$ cat config.mk
export PLATFORM = sky130hd
export DESIGN_NAME = fetch_prefetch_queue_flat
export DESIGN_NICKNAME = d
export VERILOG_FILES = /design/src/rtl/fetch_prefetch_queue_if.sv /design/src/rtl/fetch_prefetch_queue.sv /design/src/flat_wrapper.sv
export SDC_FILE = /design/constraint.sdc
export NUM_CORES = 1
export LEC_CHECK = 0
export ABC_AREA = 1
export CAP_MARGIN = 20
export CORE_UTILIZATION = 50
export CTS_BUF_LIST = sky130_fd_sc_hd__clkbuf_16
export CTS_CLUSTER_DIAMETER = 40
export DETAILED_ROUTE_END_ITERATION = 7
export PLACE_DENSITY = 0.76
export REMOVE_ABC_BUFFERS = 1
export SLEW_MARGIN = 30
export SYNTH_ARGS = -nofsm -noshare
export SYNTH_HDL_FRONTEND = slang
export SYNTH_SLANG_ARGS = --single-unit
export TNS_END_PERCENT = 100
$ cat constraint.sdc
create_clock -name clk -period 4.1 [get_ports clk]
set_clock_uncertainty 0.15 [all_clocks]
set_input_delay 0.41 -clock clk [delete_from_list [all_inputs] [get_ports clk]]
set_output_delay 0.41 -clock clk [all_outputs]
set_load 0.005 [all_outputs]
$ cat src/rtl/fetch_prefetch_queue_if.sv
// Fetch front-end bundle: instruction-memory request/return plus the decode-facing
// redirect/stall controls and queue output.
interface fetch_prefetch_queue_if #(
    parameter int unsigned DEPTH   = 4,
    parameter int unsigned ADDR_W  = 32,
    parameter int unsigned INSTR_W = 32
);
    localparam int unsigned OCC_W = $clog2(DEPTH) + 1;

    logic               imem_req;
    logic [ADDR_W-1:0]  imem_addr;
    logic [INSTR_W-1:0] imem_rdata;
    logic               redirect;
    logic [ADDR_W-1:0]  redirect_target;
    logic               stall;
    logic               need_nop;
    logic               out_valid;
    logic [INSTR_W-1:0] out_instr;
    logic [ADDR_W-1:0]  out_pc;
    logic [ADDR_W-1:0]  out_pc_plus_four;
    logic [OCC_W-1:0]   occupancy;

    modport master (
        output imem_req, imem_addr, out_valid, out_instr, out_pc, out_pc_plus_four, occupancy,
        input  imem_rdata, redirect, redirect_target, stall, need_nop
    );

    modport slave (
        input  imem_req, imem_addr, out_valid, out_instr, out_pc, out_pc_plus_four, occupancy,
        output imem_rdata, redirect, redirect_target, stall, need_nop
    );
endinterface

$ cat src/rtl/fetch_prefetch_queue.sv
// PC sequencer and DEPTH-entry {pc, instr} prefetch FIFO sitting between a one-cycle
// instruction memory and decode, with redirect flush and bubble injection.
module fetch_prefetch_queue #(
    parameter int unsigned        DEPTH        = 4,
    parameter int unsigned        ADDR_W       = 32,
    parameter int unsigned        INSTR_W      = 32,
    parameter logic [ADDR_W-1:0]  INIT_ADDRESS = '0,
    parameter logic [INSTR_W-1:0] NOP_INSTR    = INSTR_W'(32'h00000015)
) (
    input logic                    clk,
    input logic                    reset,
    fetch_prefetch_queue_if.master bus
);
    localparam int unsigned PTR_W = $clog2(DEPTH);
    localparam int unsigned OCC_W = PTR_W + 1;
    localparam int unsigned CNT_W = OCC_W + 1;

    logic [ADDR_W-1:0]  pc_q;
    logic [ADDR_W-1:0]  issued_pc_q;
    logic               inflight_q;
    logic [PTR_W-1:0]   rd_ptr_q;
    logic [PTR_W-1:0]   wr_ptr_q;
    logic [OCC_W-1:0]   occ_q;
    logic [ADDR_W-1:0]  pc_mem    [DEPTH];
    logic [INSTR_W-1:0] instr_mem [DEPTH];

    logic             pop;
    logic             push;
    logic             issue;
    logic [CNT_W-1:0] credit_used;

    // A pop in this cycle frees its slot for an issue in the same cycle; the returning
    // word then always finds room, so there is no overflow path.
    always_comb begin
        pop  = !reset && !bus.redirect && !bus.stall && !bus.need_nop && (occ_q != '0);
        push = !reset && !bus.redirect && inflight_q;
        credit_used = CNT_W'(occ_q) + CNT_W'(inflight_q) - CNT_W'(pop);
        issue = !reset && !bus.redirect && (credit_used < CNT_W'(DEPTH));
    end

    always_ff @(posedge clk) begin
        if (reset) begin
            pc_q        <= INIT_ADDRESS;
            issued_pc_q <= '0;
            inflight_q  <= 1'b0;
            rd_ptr_q    <= '0;
            wr_ptr_q    <= '0;
            occ_q       <= '0;
        end else if (bus.redirect) begin
            // Flush queue; the in-flight return (if any) is dropped via push=0.
            pc_q       <= bus.redirect_target;
            inflight_q <= 1'b0;
            rd_ptr_q   <= '0;
            wr_ptr_q   <= '0;
            occ_q      <= '0;
        end else begin
            if (issue) begin
                pc_q        <= pc_q + ADDR_W'(4);
                issued_pc_q <= pc_q;
            end
            inflight_q <= issue;
            if (push) wr_ptr_q <= wr_ptr_q + PTR_W'(1);
            if (pop)  rd_ptr_q <= rd_ptr_q + PTR_W'(1);
            occ_q <= occ_q + OCC_W'(push) - OCC_W'(pop);
        end
    end

    always_ff @(posedge clk) begin
        if (push) begin
            pc_mem[wr_ptr_q]    <= issued_pc_q;
            instr_mem[wr_ptr_q] <= bus.imem_rdata;
        end
    end

    always_comb begin
        bus.imem_req         = issue;
        bus.imem_addr        = pc_q;
        bus.occupancy        = occ_q;
        bus.out_valid        = 1'b0;
        bus.out_instr        = '0;
        bus.out_pc           = '0;
        bus.out_pc_plus_four = '0;
        if (!reset) begin
            if (bus.need_nop) begin
                bus.out_valid = 1'b1;
                bus.out_instr = NOP_INSTR;
            end else if (occ_q != '0) begin
                bus.out_valid        = 1'b1;
                bus.out_instr        = instr_mem[rd_ptr_q];
                bus.out_pc           = pc_mem[rd_ptr_q];
                bus.out_pc_plus_four = pc_mem[rd_ptr_q] + ADDR_W'(4);
            end
        end
    end
endmodule
$ cat src/flat_wrapper.sv
// flat-port wrapper written by rule: the top's interface ports become plain ports
module fetch_prefetch_queue_flat 
#(
    parameter int unsigned        DEPTH        = 4,
    parameter int unsigned        ADDR_W       = 32,
    parameter int unsigned        INSTR_W      = 32,
    parameter logic [ADDR_W-1:0]  INIT_ADDRESS = '0,
    parameter logic [INSTR_W-1:0] NOP_INSTR    = INSTR_W'(32'h00000015)
)
  (clk, reset, bus_imem_req, bus_imem_addr, bus_out_valid, bus_out_instr, bus_out_pc, bus_out_pc_plus_four, bus_occupancy, bus_imem_rdata, bus_redirect, bus_redirect_target, bus_stall, bus_need_nop);
  fetch_prefetch_queue_if #(.DEPTH(DEPTH), .ADDR_W(ADDR_W), .INSTR_W(INSTR_W)) bus_i ();
  input logic clk;
  input logic reset;
  output wire logic [$bits(bus_i.imem_req)-1:0] bus_imem_req;
  output wire logic [$bits(bus_i.imem_addr)-1:0] bus_imem_addr;
  output wire logic [$bits(bus_i.out_valid)-1:0] bus_out_valid;
  output wire logic [$bits(bus_i.out_instr)-1:0] bus_out_instr;
  output wire logic [$bits(bus_i.out_pc)-1:0] bus_out_pc;
  output wire logic [$bits(bus_i.out_pc_plus_four)-1:0] bus_out_pc_plus_four;
  output wire logic [$bits(bus_i.occupancy)-1:0] bus_occupancy;
  input wire logic [$bits(bus_i.imem_rdata)-1:0] bus_imem_rdata;
  input wire logic [$bits(bus_i.redirect)-1:0] bus_redirect;
  input wire logic [$bits(bus_i.redirect_target)-1:0] bus_redirect_target;
  input wire logic [$bits(bus_i.stall)-1:0] bus_stall;
  input wire logic [$bits(bus_i.need_nop)-1:0] bus_need_nop;
  assign bus_imem_req = bus_i.imem_req;
  assign bus_imem_addr = bus_i.imem_addr;
  assign bus_out_valid = bus_i.out_valid;
  assign bus_out_instr = bus_i.out_instr;
  assign bus_out_pc = bus_i.out_pc;
  assign bus_out_pc_plus_four = bus_i.out_pc_plus_four;
  assign bus_occupancy = bus_i.occupancy;
  assign bus_i.imem_rdata = bus_imem_rdata;
  assign bus_i.redirect = bus_redirect;
  assign bus_i.redirect_target = bus_redirect_target;
  assign bus_i.stall = bus_stall;
  assign bus_i.need_nop = bus_need_nop;
  fetch_prefetch_queue #(.DEPTH(DEPTH), .ADDR_W(ADDR_W), .INSTR_W(INSTR_W), .INIT_ADDRESS(INIT_ADDRESS), .NOP_INSTR(NOP_INSTR)) u_core (.clk(clk), .reset(reset), .bus(bus_i));
endmodule
==> results.json, run 1 <==
{
  "cp-end-kind": "primary output",
  "die_area_um2": 31400,
  "post-route-period-util": 0.937,
  "firstDrtPassIters": 5,
  "grt_overflow": 0,
  "row_count": 63,
  "core_area_um2": 30000,
  "drive_gt1_frac": 0.0830,
  "num_vias": 12300,
  "fin_crit_ns": 3.84,
  "grt_pass1_vias": 11600,
  "hold_start": "bus_redirect_target[1]",
  "critPathSlowestCell": "clkdlybuf4s50_1",
  "fp.dieH_um": 177,
  "avgSynthCellArea_um2": 9.09,
  "initial_core_util": 0.513,
  "routed_wl_um": 39300,
  "synth_area_um2": 15400,
  "reg2reg_slack_ns": 0.86,
  "holdPathEnd": "u_core.bus.imem_addr[1]",
  "yosys_register_bits": 330,
  "cp-start-kind": "flip-flop",
  "die_w_um": 177,
  "slew_headroom": 0.503,
  "worstReg2RegEnd": "u_core.bus.imem_addr[2]",
  "final_cells": 2305,
  "place.gp.congestion": 0.932,
  "worstPathMaxFanout": 10,
  "grt.total_usage": 0.250,
  "critPathKind": "reg2out",
  "drv_cap": 0,
  "htreeDepth": 2,
  "worst_pin_slew_ns": 0.746,
  "cpPeakStageDelay_ns": 0.54,
  "cts_buffer_depth": 3,
  "rsz0062_at_grt": "no",
  "power.density_nw_per_um2": 405,
  "pin_count": 202,
  "holdBufCountCts": 0,
  "ys_warn_count": 0,
  "hold_viol_final": 0,
  "drc": 0,
  "status": "completed",
  "fin_area_um2": 19200,
  "vias_per_cell": 5.32,
  "dp_cells": 2223,
  "cts_tree": "yes",
  "ant_nets": 0,
  "power.leakage_nw": 7.32,
  "preCtsSetupSlack_ns": 0.309,
  "fin_hold_ws_ns": 0.323,
  "path_cells": "buf_4 -> buf_4 -> nand2_1 -> nand3_1 -> nand2_1 -> nor2_1 -> nand2_1 -> nor2_1 -> nand3_1 -> nand2_1 -> nand2_1 -> nor2_1 -> clkdlybuf4s50_1",
  "flow.area_growth_from_synthesis_pct": 25.0,
  "finalPower_mw": 7.78,
  "cts_num_sinks": 330,
  "grt_pass1_wl_um": 60700,
  "synthCells": 1691,
  "hpwlAfterDp_um": 25700,
  "slew_viol_final": 0,
  "drt_iter0_drc": 1055,
  "routedWlPerCell_um": 17.0,
  "placed_area_um2": 17700,
  "final.setup.worst_slack_ns": 0.258,
  "fin_nets": 1962,
  "fillers": 2396,
  "worst-endpoint-arrival_ns": 3.28,
  "synth_seq_area_share": 0.597,
  "grt_max_degree": 82,
  "fin_util": 0.641,
  "root_buffer": "clkbuf_16",
  "max_freq_mhz": 260,
  "antenna_found_initial": 0,
  "insertion_delay_ns": 0.54,
  "synth.distinct_cells": 44,
  "r2r-start": "u_core.bus.occupancy[1]",
  "antenna_cells": 0,
  "setup_viol": 0,
  "worst_path_most_repeated_cell": "nand2_1",
  "cp_num_buf_inv": 3,
  "cts_buffers": 42,
  "min_path_cells": 3,
  "critical_path_required_ns": 3.54,
  "peakVddDrop_uv": 277,
  "clkTransAtPathRegs_ns": 0.05,
  "hold_path.class": "in2reg",
  "io_buffers": 201,
  "worstRegToRegCells": 16,
  "final.setup.tns_ns": 0,
  "crit_family": "simple AND/OR/NAND/NOR gates"
}
layout make-up:
cell class                 instances  area (um^2)  share of cell area
clock buffer                      45         1130              0.0586
clock inverter                    32          325              0.0169
inverter                         123          480              0.0250
multi-input combinational       1159         5310               0.276
sequential                       330         9170               0.478
tap                              390          488              0.0254
timing repair buffer             226         2300               0.120
power by group:
group          switching (mW)  total (mW)  internal, mW
Sequential             0.0666        3.73          3.66
Clock                    1.47        3.70          2.23
Combinational           0.191       0.354         0.163
Total                    1.72        7.78          6.06
routing by layer:
layer  global-route usage  vias to the layer above  wire length [um]
li1                     -                     6011                 -
met1                0.336                     5696             16900
met2                0.415                      484             18500
met3               0.0379                       65              2810
met4               0.0819                        0              1020
met5                    0                        -                 0
Yosys cell counts, drive strengths merged:
cell type	n	share of area
nand2	441	0.11
nor2	326	0.084
edfxtp	256	0.50
inv	122	0.030
o21ai	113	0.037
nand3	109	0.037
a21oi	77	0.025
dfxtp	74	0.096
buf	52	0.024
clkbuf	27	0.0066
xor2	20	0.011
nor3	17	0.0059
a211oi	13	0.0063
nand4	13	0.0053
ha	10	0.0081
o211ai	5	0.0024
o22ai	3	0.0012
a22oi	2	0.00098
a2bb2oi	1	0.00057
a31oi	1	0.00041
a32o	1	0.00065
and2	1	0.00041
and3	1	0.00041
clkinv	1	0.00024
fa	1	0.0013
o21bai	1	0.00049
o31ai	1	0.00049
or2	1	0.00041
xnor2	1	0.00057
state kept, by name, indices dropped and copies added (netlist names), named ones only:
register and flops:
u_core.instr_mem 128, u_core.pc_mem 128, u_core.bus.imem_addr 32, u_core.issued_pc_q 32
u_core.bus.occupancy 3, u_core.rd_ptr_q 2, u_core.wr_ptr_q 2, u_core.inflight_q 1
layout by cell type (no fill, tap or decap), types with 6 or more instances in the layout:
| cell type | synthesis | routed |
|---|---|---|
| nand2_1 | 419 | 418 |
| nor2_1 | 307 | 303 |
| edfxtp_1 | 256 | 256 |
| clkdlybuf4s50_1 | 0 | 201 |
| inv_1 | 114 | 117 |
| o21ai_0 | 112 | 112 |
| nand3_1 | 103 | 103 |
| a21oi_1 | 77 | 77 |
| dfxtp_1 | 74 | 72 |
| clkbuf_16 | 0 | 45 |
| nand2_2 | 21 | 21 |
| xor2_1 | 20 | 20 |
| nor3_1 | 16 | 16 |
| buf_4 | 7 | 15 |
| nor2_2 | 14 | 13 |
| nand4_1 | 13 | 13 |
| a211oi_1 | 13 | 13 |
| nor2_4 | 5 | 10 |
| ha_1 | 10 | 10 |
| buf_12 | 1 | 7 |
| nand3_2 | 6 | 6 |
| inv_2 | 6 | 6 |
worst register-to-register path, stage by stage, from the launching register on:
cell     delay (ns)
dfxtp_1        0.42
inv_1          0.09
nand3_1        0.14
nand2_4        0.06
nor3_1         0.32
ha_1           0.29
inv_1          0.06
ha_1           0.26
nand3_1        0.10
nand2_1        0.06
nand2_1        0.05
nand3_1        0.10
inv_2          0.07
buf_4          0.56
nand2_1        0.23
nand2_1        0.10
a21oi_1        0.06
what timing repair did:
action | CTS | global route
pin swaps | 0 | 0
endpoints found under the setup margin | 18 | 20
resized for setup | 1 | 5
setup buffers | 1 | 4
cells by family (layout without fill, tap and decap cells):
kind of cell,count (synthesis),after routing,synth area share
AOI/OAI and AO/OA,218,218,0.0755
DFF,330,330,0.597
adders and majority gates,11,11,0.00944
and+or+nand+nor,909,909,0.246
xor gates and xnor gates,21,21,0.0120
buffers and inverters,202,426,0.0608
worst max-delay path by stage:
stage,to,slack [ns],cells past startpoint
after floorplan,bus_out_pc_plus_four[22],-0.98,14
after global placement,bus_imem_req,0.39,13
after detailed placement,u_core.bus.imem_addr[2],0.31,16
after CTS,bus_out_pc_plus_four[28],0.04,13
after global routing,bus_out_pc_plus_four[24],0.001,15
final,bus_out_pc_plus_four[19],0.26,13
No activity file was read; power rests on OpenSTA's default activity.
==> run 2: changes to the inputs <==
- CORE_UTILIZATION: 50 -> 56
- PLACE_DENSITY: 0.76 -> 0.81
- clock period: 4.1 -> 3.9 ns (I/O delays scaled with it)
==> results.json, run 2 (same netlist as run 1, synthesis figures left out) <==
{
  "critPathKind": "reg2out",
  "cp-start-kind": "flip-flop",
  "worstRegToRegCells": 15,
  "cp-end-kind": "primary output",
  "cts_num_sinks": 330,
  "rsz0062_at_grt": "yes",
  "cts_tree": "yes",
  "initial_core_util": 0.570,
  "reg2reg_slack_ns": 0.76,
  "power.density_nw_per_um2": 421,
  "worstReg2RegEnd": "u_core.issued_pc_q[8]",
  "slew_headroom": 0.506,
  "setup_viol": 0,
  "placed_area_um2": 17600,
  "worst_pin_slew_ns": 0.741,
  "die_w_um": 168,
  "grt_overflow": 0,
  "firstDrtPassIters": 6,
  "finalPower_mw": 8.07,
  "insertion_delay_ns": 0.53,
  "hold_path.class": "in2reg",
  "hpwlAfterDp_um": 24900,
  "max_freq_mhz": 266,
  "routed_wl_um": 39600,
  "critPathSlowestCell": "clkdlybuf4s50_1",
  "final_cell_mix": "418 x nand2_1, 299 x nor2_1, 256 x edfxtp_1",
  "hold_start": "bus_redirect_target[0]",
  "row_count": 60,
  "place.gp.congestion": 0.956,
  "io_buffers": 201,
  "grt.total_usage": 0.281,
  "fp.dieH_um": 168,
  "worst-endpoint-arrival_ns": 3.23,
  "die_area_um2": 28100,
  "slew_viol_final": 0,
  "drt_iter0_drc": 1365,
  "critical_path_required_ns": 3.36,
  "worstPathMaxFanout": 77,
  "cp_num_buf_inv": 5,
  "grt_pass1_vias": 12100,
  "worst_path_most_repeated_cell": "inv_1",
  "grt_max_degree": 102,
  "dp_cells": 2173,
  "root_buffer": "clkbuf_16",
  "status": "completed",
  "antenna_cells": 0,
  "cts_buffers": 41,
  "drive_gt1_frac": 0.0868,
  "grt_pass1_wl_um": 62200,
  "final_common_cell": "nand2_1",
  "vias_per_cell": 5.60,
  "pin_count": 202,
  "holdBufCountCts": 0,
  "fin_crit_ns": 3.77,
  "fin_area_um2": 19100,
  "routedWlPerCell_um": 17.6,
  "cts_buffer_depth": 3,
  "cpPeakStageDelay_ns": 0.50,
  "antenna_found_initial": 0,
  "min_path_cells": 3,
  "power.leakage_nw": 7.29,
  "htreeDepth": 2,
  "holdPathEnd": "u_core.bus.imem_addr[0]",
  "crit_family": "buffers and inverters",
  "drc": 0,
  "hold_viol_final": 0,
  "post-route-period-util": 0.965,
  "peakVddDrop_uv": 313,
  "fin_nets": 1961,
  "ant_nets": 0,
  "reg_top3": "u_core.instr_mem (128), u_core.pc_mem (128)",
  "flow.area_growth_from_synthesis_pct": 24.5,
  "num_vias": 12600,
  "clkTransAtPathRegs_ns": 0.06,
  "final.setup.tns_ns": 0,
  "drv_cap": 0,
  "path_cells": "buf_12 -> nand3_1 -> nand2_2 -> inv_1 -> ha_2 -> inv_1 -> nor2_4 -> nand3_2 -> nor2_4 -> xor2_1 -> nand2_1 -> inv_1 -> clkdlybuf4s50_1",
  "r2r-start": "u_core.bus.occupancy[1]",
  "fillers": 1908,
  "final_cells": 2254,
  "core_area_um2": 27000
}
## run 2: cell types whose count changed in the layout (fill, tap and decap cells not counted), moves of 2 or more
cell        delta
buf_4          -3
clkinv_2       +4
clkinvlp_4     +3
inv_1          -3
inv_8          -2
nor2_1         -4
nor2_2         +3
## run 2: per-stage QoR
stage / hold WS (ns) / util / setup WS (ns)
global placement: 0.326 / 0.654 / 0.403
detailed placement: 0.338 / 0.654 / 0.284
global route: 0.300 / 0.710 / -0.0500
floorplan: 0.286 / - / -1.16
finish: 0.291 / 0.710 / 0.135
CTS: 0.280 / 0.706 / 0.0359
## run 2: area by class of cell
class | count | area [um^2] | share of cell area
timing repair inverter | 1 | 8.76 | 0.000458
inverter | 123 | 477 | 0.0249
clock inverter | 32 | 312 | 0.0163
clock buffer | 43 | 1080 | 0.0562
multi-input combinational | 1159 | 5330 | 0.279
timing repair buffer | 225 | 2340 | 0.122
sequential | 330 | 9170 | 0.479
tap | 341 | 427 | 0.0223
## run 2: worst max-delay path by stage
stage                         start                       end  slack, ns  cells after the start
final                     flip-flop  bus_out_pc_plus_four[12]       0.13                     13
after detailed placement      reset   u_core.bus.imem_addr[4]       0.28                     15
after global routing      flip-flop  bus_out_pc_plus_four[28]      -0.05                     14
after floorplan           flip-flop  bus_out_pc_plus_four[22]      -1.16                     14
after CTS                 flip-flop  bus_out_pc_plus_four[29]       0.04                     14
after global placement        reset   u_core.bus.imem_addr[2]       0.40                     16
## run 2: power by group
group	total, mW	switching, mW	internal (mW)
Sequential	3.92	0.0717	3.85
Combinational	0.375	0.202	0.172
Clock	3.77	1.52	2.25
Total	8.07	1.79	6.27
## run 2: repair_timing
item	4_1_cts	5_1_grt
setup endpoints to repair	17	22
buffers inserted	0	4
resized for setup	8	12
pin swaps	0	1
gates cloned	0	2
## run 2: worst reg2reg max path, delay by kind of cell (launching register included)
| family | cells | cell delay [ns] |
|---|---|---|
| AO/OA/AOI/OAI | 1 | 0.24 |
| adder cells (fa/ha/maj) | 2 | 0.53 |
| buffers and inverters | 4 | 0.80 |
| flip-flops | 1 | 0.41 |
| AND/OR/NAND/NOR | 8 | 0.90 |
## run 2: routing by layer
layer  global-route usage  up-vias  part of all wire
li1                     -     6000                 -
met1                0.378     5929              0.41
met2                0.474      611              0.48
met3               0.0385       77             0.082
met4               0.0862        0             0.024
met5                    0        -                 0
==> run 3: changes to the inputs <==
- CORE_UTILIZATION: 56 -> 36
- PLACE_DENSITY: 0.81 -> unset
==> results.json, run 3 (same netlist as run 1, synthesis figures left out) <==
{
  "die_w_um": 209,
  "hold_viol_final": 0,
  "htreeDepth": 2,
  "fin_area_um2": 19800,
  "vias_per_cell": 4.92,
  "grt_max_degree": 82,
  "path_cells": "buf_8 -> nand2_1 -> nand3_1 -> nand2_1 -> nor2_1 -> nand2_1 -> nor2_2 -> nand3_1 -> nand2_1 -> nand2_1 -> nor2_1 -> clkdlybuf4s50_1",
  "slew_headroom": 0.694,
  "initial_core_util": 0.366,
  "cp-start-kind": "flip-flop",
  "fp.dieH_um": 209,
  "top_layer": "met4",
  "final_cell_mix": "417 x nand2_1, 298 x nor2_1, 256 x edfxtp_1",
  "routed_wl_um": 42400,
  "drt_iter0_drc": 888,
  "fin_nets": 1971,
  "status": "completed",
  "grt_pass1_vias": 11700,
  "drive_gt1_frac": 0.0960,
  "die_area_um2": 43500,
  "row_count": 75,
  "hold_path.class": "in2reg",
  "holdBufCountCts": 0,
  "worst_path_most_repeated_cell": "nand2_1",
  "flow.area_growth_from_synthesis_pct": 28.7,
  "critPathSlowestCell": "clkdlybuf4s50_1",
  "reg_top3": "u_core.instr_mem (128), u_core.pc_mem (128)",
  "io_buffers": 201,
  "hold_start": "bus_redirect_target[0]",
  "worstPathMaxFanout": 44,
  "hpwlAfterDp_um": 27200,
  "final_common_cell": "nand2_1",
  "antenna_cells": 0,
  "insertion_delay_ns": 0.56,
  "drv_cap": 0,
  "core_area_um2": 42000,
  "grt_pass1_wl_um": 65200,
  "worstRegToRegCells": 18,
  "placed_area_um2": 17900,
  "slew_viol_final": 0,
  "pin_count": 202,
  "antenna_found_initial": 0,
  "met3WireLength_um": 2590,
  "peakVddDrop_uv": 357,
  "grt.total_usage": 0.194,
  "dp_cells": 2372,
  "final_cells": 2467,
  "cts_tree": "yes",
  "final.setup.tns_ns": 0,
  "r2r-start": "u_core.bus.occupancy[1]",
  "fin_crit_ns": 3.69,
  "cpPeakStageDelay_ns": 0.51,
  "ant_nets": 0,
  "cts_num_sinks": 330,
  "worst_pin_slew_ns": 0.459,
  "power.leakage_nw": 7.51,
  "critical_path_required_ns": 3.36,
  "worst-endpoint-arrival_ns": 3.15,
  "cts_buffer_depth": 3,
  "setup_viol": 0,
  "drc": 0,
  "clkTransAtPathRegs_ns": 0.06,
  "power.density_nw_per_um2": 446,
  "grt_overflow": 0,
  "met2WireLength_um": 19000,
  "num_vias": 12100,
  "root_buffer": "clkbuf_16",
  "post-route-period-util": 0.947,
  "place.gp.congestion": 0.896,
  "m1WireLength_um": 19500,
  "min_path_cells": 3,
  "critPathKind": "reg2out",
  "firstDrtPassIters": 6,
  "rsz0062_at_grt": "yes",
  "fin_util": 0.471,
  "max_freq_mhz": 271,
  "routedWlPerCell_um": 17.2,
  "cp-end-kind": "primary output",
  "cts_buffers": 47
}
run 3: changes by cell type in the layout (fill, tap and decap cells not counted), sizes merged:
cell and change:
buf +3, bufinv +3, bufbuf +1, inv +4, clkbuf +9, clkinv -1
clkinvlp -4
run 3: layer usage:
layer | GRT usage | up-vias
li1 | - | 6038
met4 | 0.0751 | 0
met5 | 0 | -
met3 | 0.0367 | 92
met2 | 0.304 | 398
met1 | 0.266 | 5618
run 3: worst paths after layout:
path                                            endpoint  slack (ns)
worst max register to register  u_core.bus.imem_addr[15]        0.89
worst min register to register                 flip-flop        0.31
worst max-delay path            bus_out_pc_plus_four[24]        0.21
worst min-delay path             u_core.bus.imem_addr[0]        0.27
run 3: report_power, final:
group,internal (mW),switching [mW]
Combinational,0.174,0.204
Sequential,3.85,0.0707
Clock,2.86,1.67
Total,6.88,1.95
run 3: per-stage QoR:
stage	power [mW]	hold slack [ns]	worst slack, ns
6_report	8.83	0.271	0.208
3_3_place_gp	4.37	0.328	0.337
2_1_floorplan	4.13	0.286	-1.16
4_1_cts	8.91	0.248	0.0105
3_5_place_dp	4.37	0.307	0.296
5_1_grt	9.11	0.261	-0.0393
run 3: layout make-up:
type,instances,area [um^2]
fill,3924,22300
sequential,330,9180
multi-input combinational,1159,5340
timing repair buffer,229,2390
clock buffer,52,1300
tap,539,674
inverter,123,477
clock inverter,34,417
timing repair inverter,1,8.76
run 3: critical path, delay by kind of cell, from the launching register on:
kind | cells | cell delay, ns
flip-flops | 1 | 0.44
AND/OR/NAND/NOR | 10 | 1.34
buffers and inverters | 2 | 0.80
run 3: what timing repair did:
item / 4_1_cts / 5_1_grt
pin swaps: 0 / 1
gates resized for setup: 6 / 16
setup buffers: 0 / 6
setup endpoints to repair: 19 / 24
cloned: 1 / 2
